<file path="config.mk">
export PLATFORM = sky130hd
export DESIGN_NAME = mips_multicycle_ctrl
export DESIGN_NICKNAME = d
export VERILOG_FILES = /design/src/rtl/mips_multicycle_ctrl.sv
export SDC_FILE = /design/constraint.sdc
export NUM_CORES = 1
export LEC_CHECK = 0
export BUFFER_PORTS_ARGS = -buffer_cell sky130_fd_sc_hd__buf_2
export CORE_MARGIN = 1.5
export CORE_UTILIZATION = 45
export DETAILED_ROUTE_END_ITERATION = 8
export GPL_TIMING_DRIVEN = 0
export PLACE_DENSITY = 0.82
export SYNTH_ARGS = -nofsm -noshare
export SYNTH_HDL_FRONTEND = slang
export SYNTH_SLANG_ARGS = --single-unit
</file>
<file path="constraint.sdc">
create_clock -name clk -period 4.8 [get_ports clk]
set_input_delay 0 -clock clk [delete_from_list [all_inputs] [get_ports clk]]
set_output_delay 0 -clock clk [all_outputs]
set_load 0.02 [all_outputs]
</file>
<file path="src/rtl/mips_multicycle_ctrl.sv">
// Multicycle MIPS control FSM: sequences fetch/decode/execute/memory/writeback over a
// shared ALU and memory datapath, with memory-ready timeout and a retired-instruction counter.
module mips_multicycle_ctrl #(
    parameter int unsigned WAIT_LIMIT = 15,
    parameter int unsigned CNT_W      = 16
) (
    input  logic             clk,
    input  logic             rst_n,
    input  logic [5:0]       opcode,
    input  logic [5:0]       funct,
    input  logic             zero,
    input  logic             mem_ready,
    output logic             iord,
    output logic             mem_rd,
    output logic             mem_wr,
    output logic             ir_we,
    output logic             pc_we,
    output logic [1:0]       pc_src,
    output logic             reg_dst,
    output logic             mem_to_reg,
    output logic             reg_we,
    output logic             alu_src_a,
    output logic [1:0]       alu_src_b,
    output logic [1:0]       alu_op,
    output logic             illegal,
    output logic             retire,
    output logic [CNT_W-1:0] instr_cnt,
    output logic [3:0]       state
);

    typedef enum logic [3:0] {
        FETCH     = 4'd0,
        DECODE    = 4'd1,
        MEM_ADDR  = 4'd2,
        MEM_READ  = 4'd3,
        MEM_WB    = 4'd4,
        MEM_WRITE = 4'd5,
        R_EXEC    = 4'd6,
        R_WB      = 4'd7,
        BRANCH    = 4'd8,
        JUMP      = 4'd9,
        I_EXEC    = 4'd10,
        I_WB      = 4'd11,
        TRAP      = 4'd12
    } state_t;

    localparam logic [5:0] OP_R    = 6'h00;
    localparam logic [5:0] OP_LW   = 6'h23;
    localparam logic [5:0] OP_SW   = 6'h2B;
    localparam logic [5:0] OP_BEQ  = 6'h04;
    localparam logic [5:0] OP_J    = 6'h02;
    localparam logic [5:0] OP_ADDI = 6'h08;

    // Counter only has to reach WAIT_LIMIT-1; the next idle cycle traps instead of counting.
    localparam int unsigned WAIT_W = (WAIT_LIMIT > 1) ? $clog2(WAIT_LIMIT) : 1;
    localparam logic [WAIT_W-1:0] WAIT_LAST = WAIT_W'(WAIT_LIMIT - 1);

    state_t            cur_state;
    state_t            nxt_state;
    logic [WAIT_W-1:0] wait_cnt;
    logic              timed_out;

    // funct is decoded by the ALU control block, not by this sequencer.
    logic unused_funct;
    assign unused_funct = ^funct;

    assign timed_out = (WAIT_LIMIT != 0) && !mem_ready && (wait_cnt == WAIT_LAST);
    assign state     = cur_state;

    always_ff @(posedge clk) begin
        if (!rst_n) begin
            cur_state <= FETCH;
            wait_cnt  <= '0;
            instr_cnt <= '0;
        end else begin
            cur_state <= nxt_state;
            if (nxt_state != cur_state)
                wait_cnt <= '0;
            else if (!mem_ready)
                wait_cnt <= wait_cnt + 1'b1;
            if (retire)
                instr_cnt <= instr_cnt + 1'b1;
        end
    end

    always_comb begin
        nxt_state  = cur_state;
        iord       = 1'b0;
        mem_rd     = 1'b0;
        mem_wr     = 1'b0;
        ir_we      = 1'b0;
        pc_we      = 1'b0;
        pc_src     = 2'd0;
        reg_dst    = 1'b0;
        mem_to_reg = 1'b0;
        reg_we     = 1'b0;
        alu_src_a  = 1'b0;
        alu_src_b  = 2'd0;
        alu_op     = 2'd0;
        illegal    = 1'b0;
        retire     = 1'b0;
        unique case (cur_state)
            FETCH: begin
                mem_rd    = 1'b1;
                alu_src_b = 2'd1;
                if (mem_ready) begin
                    ir_we     = 1'b1;
                    pc_we     = 1'b1;
                    nxt_state = DECODE;
                end else if (timed_out) begin
                    nxt_state = TRAP;
                end
            end
            DECODE: begin
                alu_src_b = 2'd3;
                case (opcode)
                    OP_LW, OP_SW: nxt_state = MEM_ADDR;
                    OP_R:         nxt_state = R_EXEC;
                    OP_BEQ:       nxt_state = BRANCH;
                    OP_J:         nxt_state = JUMP;
                    OP_ADDI:      nxt_state = I_EXEC;
                    default:      nxt_state = TRAP;
                endcase
            end
            MEM_ADDR: begin
                alu_src_a = 1'b1;
                alu_src_b = 2'd2;
                nxt_state = (opcode == OP_SW) ? MEM_WRITE : MEM_READ;
            end
            MEM_READ: begin
                mem_rd = 1'b1;
                iord   = 1'b1;
                if (mem_ready)
                    nxt_state = MEM_WB;
                else if (timed_out)
                    nxt_state = TRAP;
            end
            MEM_WB: begin
                reg_we     = 1'b1;
                mem_to_reg = 1'b1;
                retire     = 1'b1;
                nxt_state  = FETCH;
            end
            MEM_WRITE: begin
                mem_wr = 1'b1;
                iord   = 1'b1;
                if (mem_ready) begin
                    retire    = 1'b1;
                    nxt_state = FETCH;
                end else if (timed_out) begin
                    nxt_state = TRAP;
                end
            end
            R_EXEC: begin
                alu_src_a = 1'b1;
                alu_op    = 2'd2;
                nxt_state = R_WB;
            end
            R_WB: begin
                reg_we    = 1'b1;
                reg_dst   = 1'b1;
                retire    = 1'b1;
                nxt_state = FETCH;
            end
            BRANCH: begin
                alu_src_a = 1'b1;
                alu_op    = 2'd1;
                pc_src    = 2'd1;
                pc_we     = zero;
                retire    = 1'b1;
                nxt_state = FETCH;
            end
            JUMP: begin
                pc_src    = 2'd2;
                pc_we     = 1'b1;
                retire    = 1'b1;
                nxt_state = FETCH;
            end
            I_EXEC: begin
                alu_src_a = 1'b1;
                alu_src_b = 2'd2;
                nxt_state = I_WB;
            end
            I_WB: begin
                reg_we    = 1'b1;
                retire    = 1'b1;
                nxt_state = FETCH;
            end
            TRAP: begin
                illegal = 1'b1;
            end
            default: nxt_state = TRAP;
        endcase
    end

endmodule
</file>
## Yosys cells after proc, flatten, opt, wreduce, memory -nomap -nowiden

Index checks and enable logic that the tools add are counted.

- Word-level logic and storage cells: 59
- Output and inout bits: 37
- Input bits: 16
- Bits in registers: 24

- Equality and inequality tests: 19
- Bitwise logic cells: 1
- Add/subtract/negate cells: 2
- Muxes and demuxes: 22
- Reduce and logical (&&, ||, !) cells: 12

Operators by type and width:

| kind | number |
|---|---|
| $pmux W4 S9 | 1 |
| $eq A4 B4 Y1 const B | 6 |
| $pmux W4 S5 | 1 |
| $add A16 B1 Y16 const B | 1 |
| $eq A4 B3 Y1 const B | 4 |
| $mux W4 | 4 |
| $eq A6 B6 Y1 const B | 2 |
| $mux W1 | 10 |
| $reduce_or A2 Y1 | 5 |
| $eq A4 B2 Y1 const B | 2 |
| $pmux W2 S2 | 2 |
| $eq A6 B2 Y1 const B | 1 |
| $eq A6 B3 Y1 const B | 1 |
| $eq A6 B4 Y1 const B | 1 |
| $logic_not A6 Y1 | 1 |
| $pmux W2 S3 | 1 |
| $reduce_or A5 Y1 | 1 |
| $add A4 B1 Y4 const B | 1 |
| $eq A4 B1 Y1 const B | 1 |
| $logic_not A4 Y1 | 1 |
| $ne A4 B4 Y1 | 1 |
| $reduce_or A4 Y1 | 1 |
| $mux W3 | 1 |
| $pmux W1 S3 | 1 |
| 5 further kinds | 5 |

## Logic depth before layout (Yosys ltp)

- Word-level depth: 7
- Mapped depth: 7
- Mapped depth without buffers: 7

## Worst setup path before layout

No wires, ideal clock.

- Kind: register -> output
- Start: register cur_state[3] (netlist: state[3])
- End: output pc_we
- Stages on the path, launching flop included: 6
- Path buffers: 2
- Required time: 4800 ps
- Arrival: 1948 ps
- Slack: 2852 ps
- Cells stage by stage: dfxtp_1 buf_2 clkbuf_1 nand2_1 nor3_1 a211o_1

- Word-level cells in the longest chain between the ends: 2
- Elaborated cells between the ends (all ways): 4
- Classes of those cells: 2 x eq/ne; 1 x mux; 1 x reduce/logical

Ends and longest elaborated chain:

| what | line | RTL |
|---|---|---|
| start: declaration | 58 | `state_t cur_state;` |
| start signal: assignment | 76 | `cur_state <= nxt_state;` |
| $eq A4 B4 Y1 / $logic_not A4 Y1 (equally long branches) | 102 | `unique case (cur_state)` |
| $pmux W1 S3 * | 102 |  |
| end: declaration | 17 | `output logic pc_we,` |

Every way passes the cells marked *; elsewhere a longest branch is shown, timed or not.

## Worst setup path after layout

- Start: register wait_cnt[0]
- End: register wait_cnt[0]

- Word-level cells in the longest chain between the ends: 7
- Elaborated cells between the ends (all ways): 10
- Classes of those cells: 1 x add/sub; 2 x eq/ne; 5 x mux; 2 x reduce/logical

Ends and longest elaborated chain:

| what | line | RTL |
|---|---|---|
| start: declaration | 60 | `logic [WAIT_W-1:0] wait_cnt;` |
| start signal: assignment | 80 | `wait_cnt <= wait_cnt + 1'b1;` |
| $eq A4 B4 Y1 | 67 | `assign timed_out = (WAIT_LIMIT != 0) && !mem_ready && (wait_cnt == WAIT_LAST);` |
| $logic_and A1 B1 Y1 | 67 |  |
| $mux W4 | 110, 135, 150 |  |
| $mux W4 (on tied branches) | 147, 106, 133 |  |
| $pmux W4 S9 | 102 |  |
| $ne A4 B4 Y1 | 77 | `if (nxt_state != cur_state)` |
| $reduce_or A2 Y1 (no source line) | -- |  |

Several ways; a longest one is shown, not always the timed one.
A chain may end at the register's enable or synchronous reset.

==> metrics.yaml <==
multi_input_area_sq_um: 1044
synth_edf_count: 0
grtUsageMet3_pct: 4.643
syn-cell-area_sq_um: 1624
cts_setup_buffers: 0
clock_skew_ns: 0.005976
yosys_warnings: 0
synth_compound_area_share_pct: 22.88
clk_pin_slew_ns: 0.13
grt_pass1_wl_um: 6486
worstPathRequired_ns: 5.03
holdWs_ns: 0.1173
gr-usage-all-layers_pct: 19.89
viasPerCell: 5.671
r2r_cells: 7
gr-usage-met1_pct: 28.91
cp_cell_sequence: "inv_1 > ha_1 > a31oi_2 > or4b_4 > a32oi_2 > nand3_2 > a211oi_1"
regArea_sq_um: 480.5
fin_cells: 304
die_x_um: 63.08
clock_path_buffers: 2
rows: 21
endpoint_kind: "flip-flop"
mostFrequentLayoutCells: "buf_2 (48), dfxtp_1 (24), a21oi_1 (18)"
reg2reg_from: "wait_cnt[0]$_SDFFE_PP0N_"
hold_class: "input port to flip-flop"
slew_headroom_pct: 58.26
synth_fp_nets: 227
period_share_pct: 45.29
ys_ff_latch: 24
antenna_found_initial: 0
cts_resized: 0
place_inst: 300
synth.largest_area_cell: "dfxtp_1"
tightest_slew_ns: 0.6182
synth_top_area_share_pct: 29.58
max_stage_delay_ns: 0.50
critPathCapture: "wait_cnt[0]$_SDFFE_PP0N_"
die_area_sq_um: 3978
die_h_um: 63.08
power.leakage_nw: 0.7789
initial_core_util_pct: 47.91
finalCriticalPeriod_ns: 2.174
wl_per_cell_um: 12.80
drc: 0
core-area_sq_um: 3390
synthArstFlopShare_pct: 0
netlist_instances: 208
grt_max_degree: 13
clock_latency_ns: 0.31
cts.sinks: 24
grt_use_met2_pct: 29.65
gp_congestion: 0.9526
finalSetupViolCount: 0
fin_setup_tns_ns: 0
critPathArrivalTime_ns: 2.41
ir_drop_uv: 105.5
ioPinCount: 53
ys_types: 55
n_fill_cell: 306
drt_iter0_markers: 191
rsz0062_at_grt: "no"
root_buffer: "clkbuf_4"
overflow: 0
vias: 1724
synth_area_leaders: "dfxtp_1 (30%), a21oi_1 (5.5%), o21ai_0 (4.3%)"
numCtsBuffers: 3
critPathLaunchType: "flip-flop"
reg2reg_to: "wait_cnt[0]$_SDFFE_PP0N_"
synthFlopType: "dfxtp_1"
finalHoldViolCount: 0
nNetsFinal: 279
cts_tree: "done"
cellPowerDensity_nw_per_um2: 216.6
io_buffer_count: 46
outcome: "completed"
synthXorXnorAreaFrac_pct: 4.777
grt-busiest-layer: "met2"
path_max_fanout: 4
final_max_slew_viol_count: 0
drive_gt1_share_pct: 24.81
wl_um: 3891
max_freq_ghz: 0.4600
diodes: 0
ys_seq_area_share_pct: 29.58
grt_pass1_vias: 1422
ant_nets: 0
postCtsHoldBufs: 1
synthSimpleGateAreaFrac_pct: 33.05
synth-adder-area-share_pct: 2.311
drtPass1Iterations: 5
final_common_cell: "buf_2"
cap_viol_max_count: 0
r2r_slack_ns: 2.63
cp_slowest_cell: "or4b_4"
path_class: "flip-flop to flip-flop"
synth_top_family_by_area: "simple AND/OR/NAND/NOR gates"
avgSynthCellArea_sq_um: 7.808
worstSetupStartpoint: "wait_cnt[0]$_SDFFE_PP0N_"
synth_mux_area_share_pct: 1.233
dp.final_hpwl_um: 2958
area.growth.synth_to_final_pct: 19.72
cts_htree_levels: 1
-- cells in the mapped netlist (all sizes together) (2+ instances only) --
| library cell | count |
|---|---|
| a211oi | 3 |
| a31oi | 3 |
| nand2 | 15 |
| clkbuf | 5 |
| o21ai | 16 |
| o31ai | 2 |
| nand4b | 2 |
| nor2b | 4 |
| a21oi | 18 |
| nand3 | 7 |
| or3 | 10 |
| nor4 | 3 |
| and3 | 2 |
| mux2i | 2 |
| inv | 9 |
| and2 | 2 |
| nand4 | 8 |
| a22oi | 3 |
| o311ai | 2 |
| o22ai | 2 |
| nor3b | 3 |
| dfxtp | 24 |
| ha | 3 |
| or4 | 2 |
| xor2 | 5 |
| xnor2 | 3 |
| nor2 | 16 |
| nor3 | 8 |
| nand2b | 5 |
| buf | 6 |
-- logic make-up after synthesis --
logic type | Yosys count
multiplexers | 2
buffers and inverters | 21
flip-flops | 24
AND/OR/NAND/NOR | 93
adder cells (fa/ha/maj) | 3
XOR/XNOR | 8
AO/OA/AOI/OAI | 57
-- worst min-delay path by stage --
stage | from | end | cells past startpoint
floorplan | rst_n | instr_cnt[15]$_SDFFE_PN0P_ | 2
global placement | rst_n | instr_cnt[15]$_SDFFE_PN0P_ | 3
detailed placement | rst_n | instr_cnt[13]$_SDFFE_PN0P_ | 3
CTS | opcode[1] | state[0]$_SDFF_PN0_ | 3
global route | opcode[1] | state[0]$_SDFF_PN0_ | 3
finish | opcode[1] | state[0]$_SDFF_PN0_ | 3
-- per-layer routing --
| layer | part of all wire, % | wire (um) | up-vias |
|---|---|---|---|
| li1 | - | - | 880 |
| met1 | 48 | 1859 | 775 |
| met2 | 45 | 1732 | 65 |
| met3 | 6.9 | 268 | 4 |
| met4 | 0.80 | 31 | 0 |
| met5 | 0 | 0 | - |
-- worst max-delay path, delay by kind of cell (launching register included) --
kind / cells / cell delay, ns
AO/OA/AOI/OAI: 3 / 0.76
AND/OR/NAND/NOR: 2 / 0.63
flip-flops: 1 / 0.42
adder cells (fa/ha/maj): 1 / 0.22
buffers and inverters: 1 / 0.06
-- report_power, final --
group	leakage, nW	internal (W)	switching [W]
clock	0.0138	0.0000294	0.0000577
sequential	0.194	0.000204	0.00000596
combinational	0.571	0.0000446	0.0000791
-- area by class of cell --
type | count | area share [%]
inverter | 10 | 1.931
tap | 46 | 2.960
multi-input combinational | 163 | 53.67
clock buffer | 3 | 1.158
timing repair buffer | 47 | 12.36
buffer | 11 | 3.218
sequential | 24 | 24.71
-- registers in the layout, summed over array words and instances, names as in the netlist --
name,count
wait_cnt,4
state,4
instr_cnt,16
-- through the flow --
stage	instance area, sq um	util [%]	worst slack (ns)	power, W
floorplan	1624	-	2.852	0.0003016
global placement	1912	56.40	2.667	0.0003362
detailed placement	1912	56.40	2.662	0.0003368
CTS	1944	57.36	2.628	0.0004226
global route	1944	57.36	2.475	0.0004464
finish	1944	57.36	2.626	0.0004212
No activity file was read; power rests on OpenSTA's default activity.
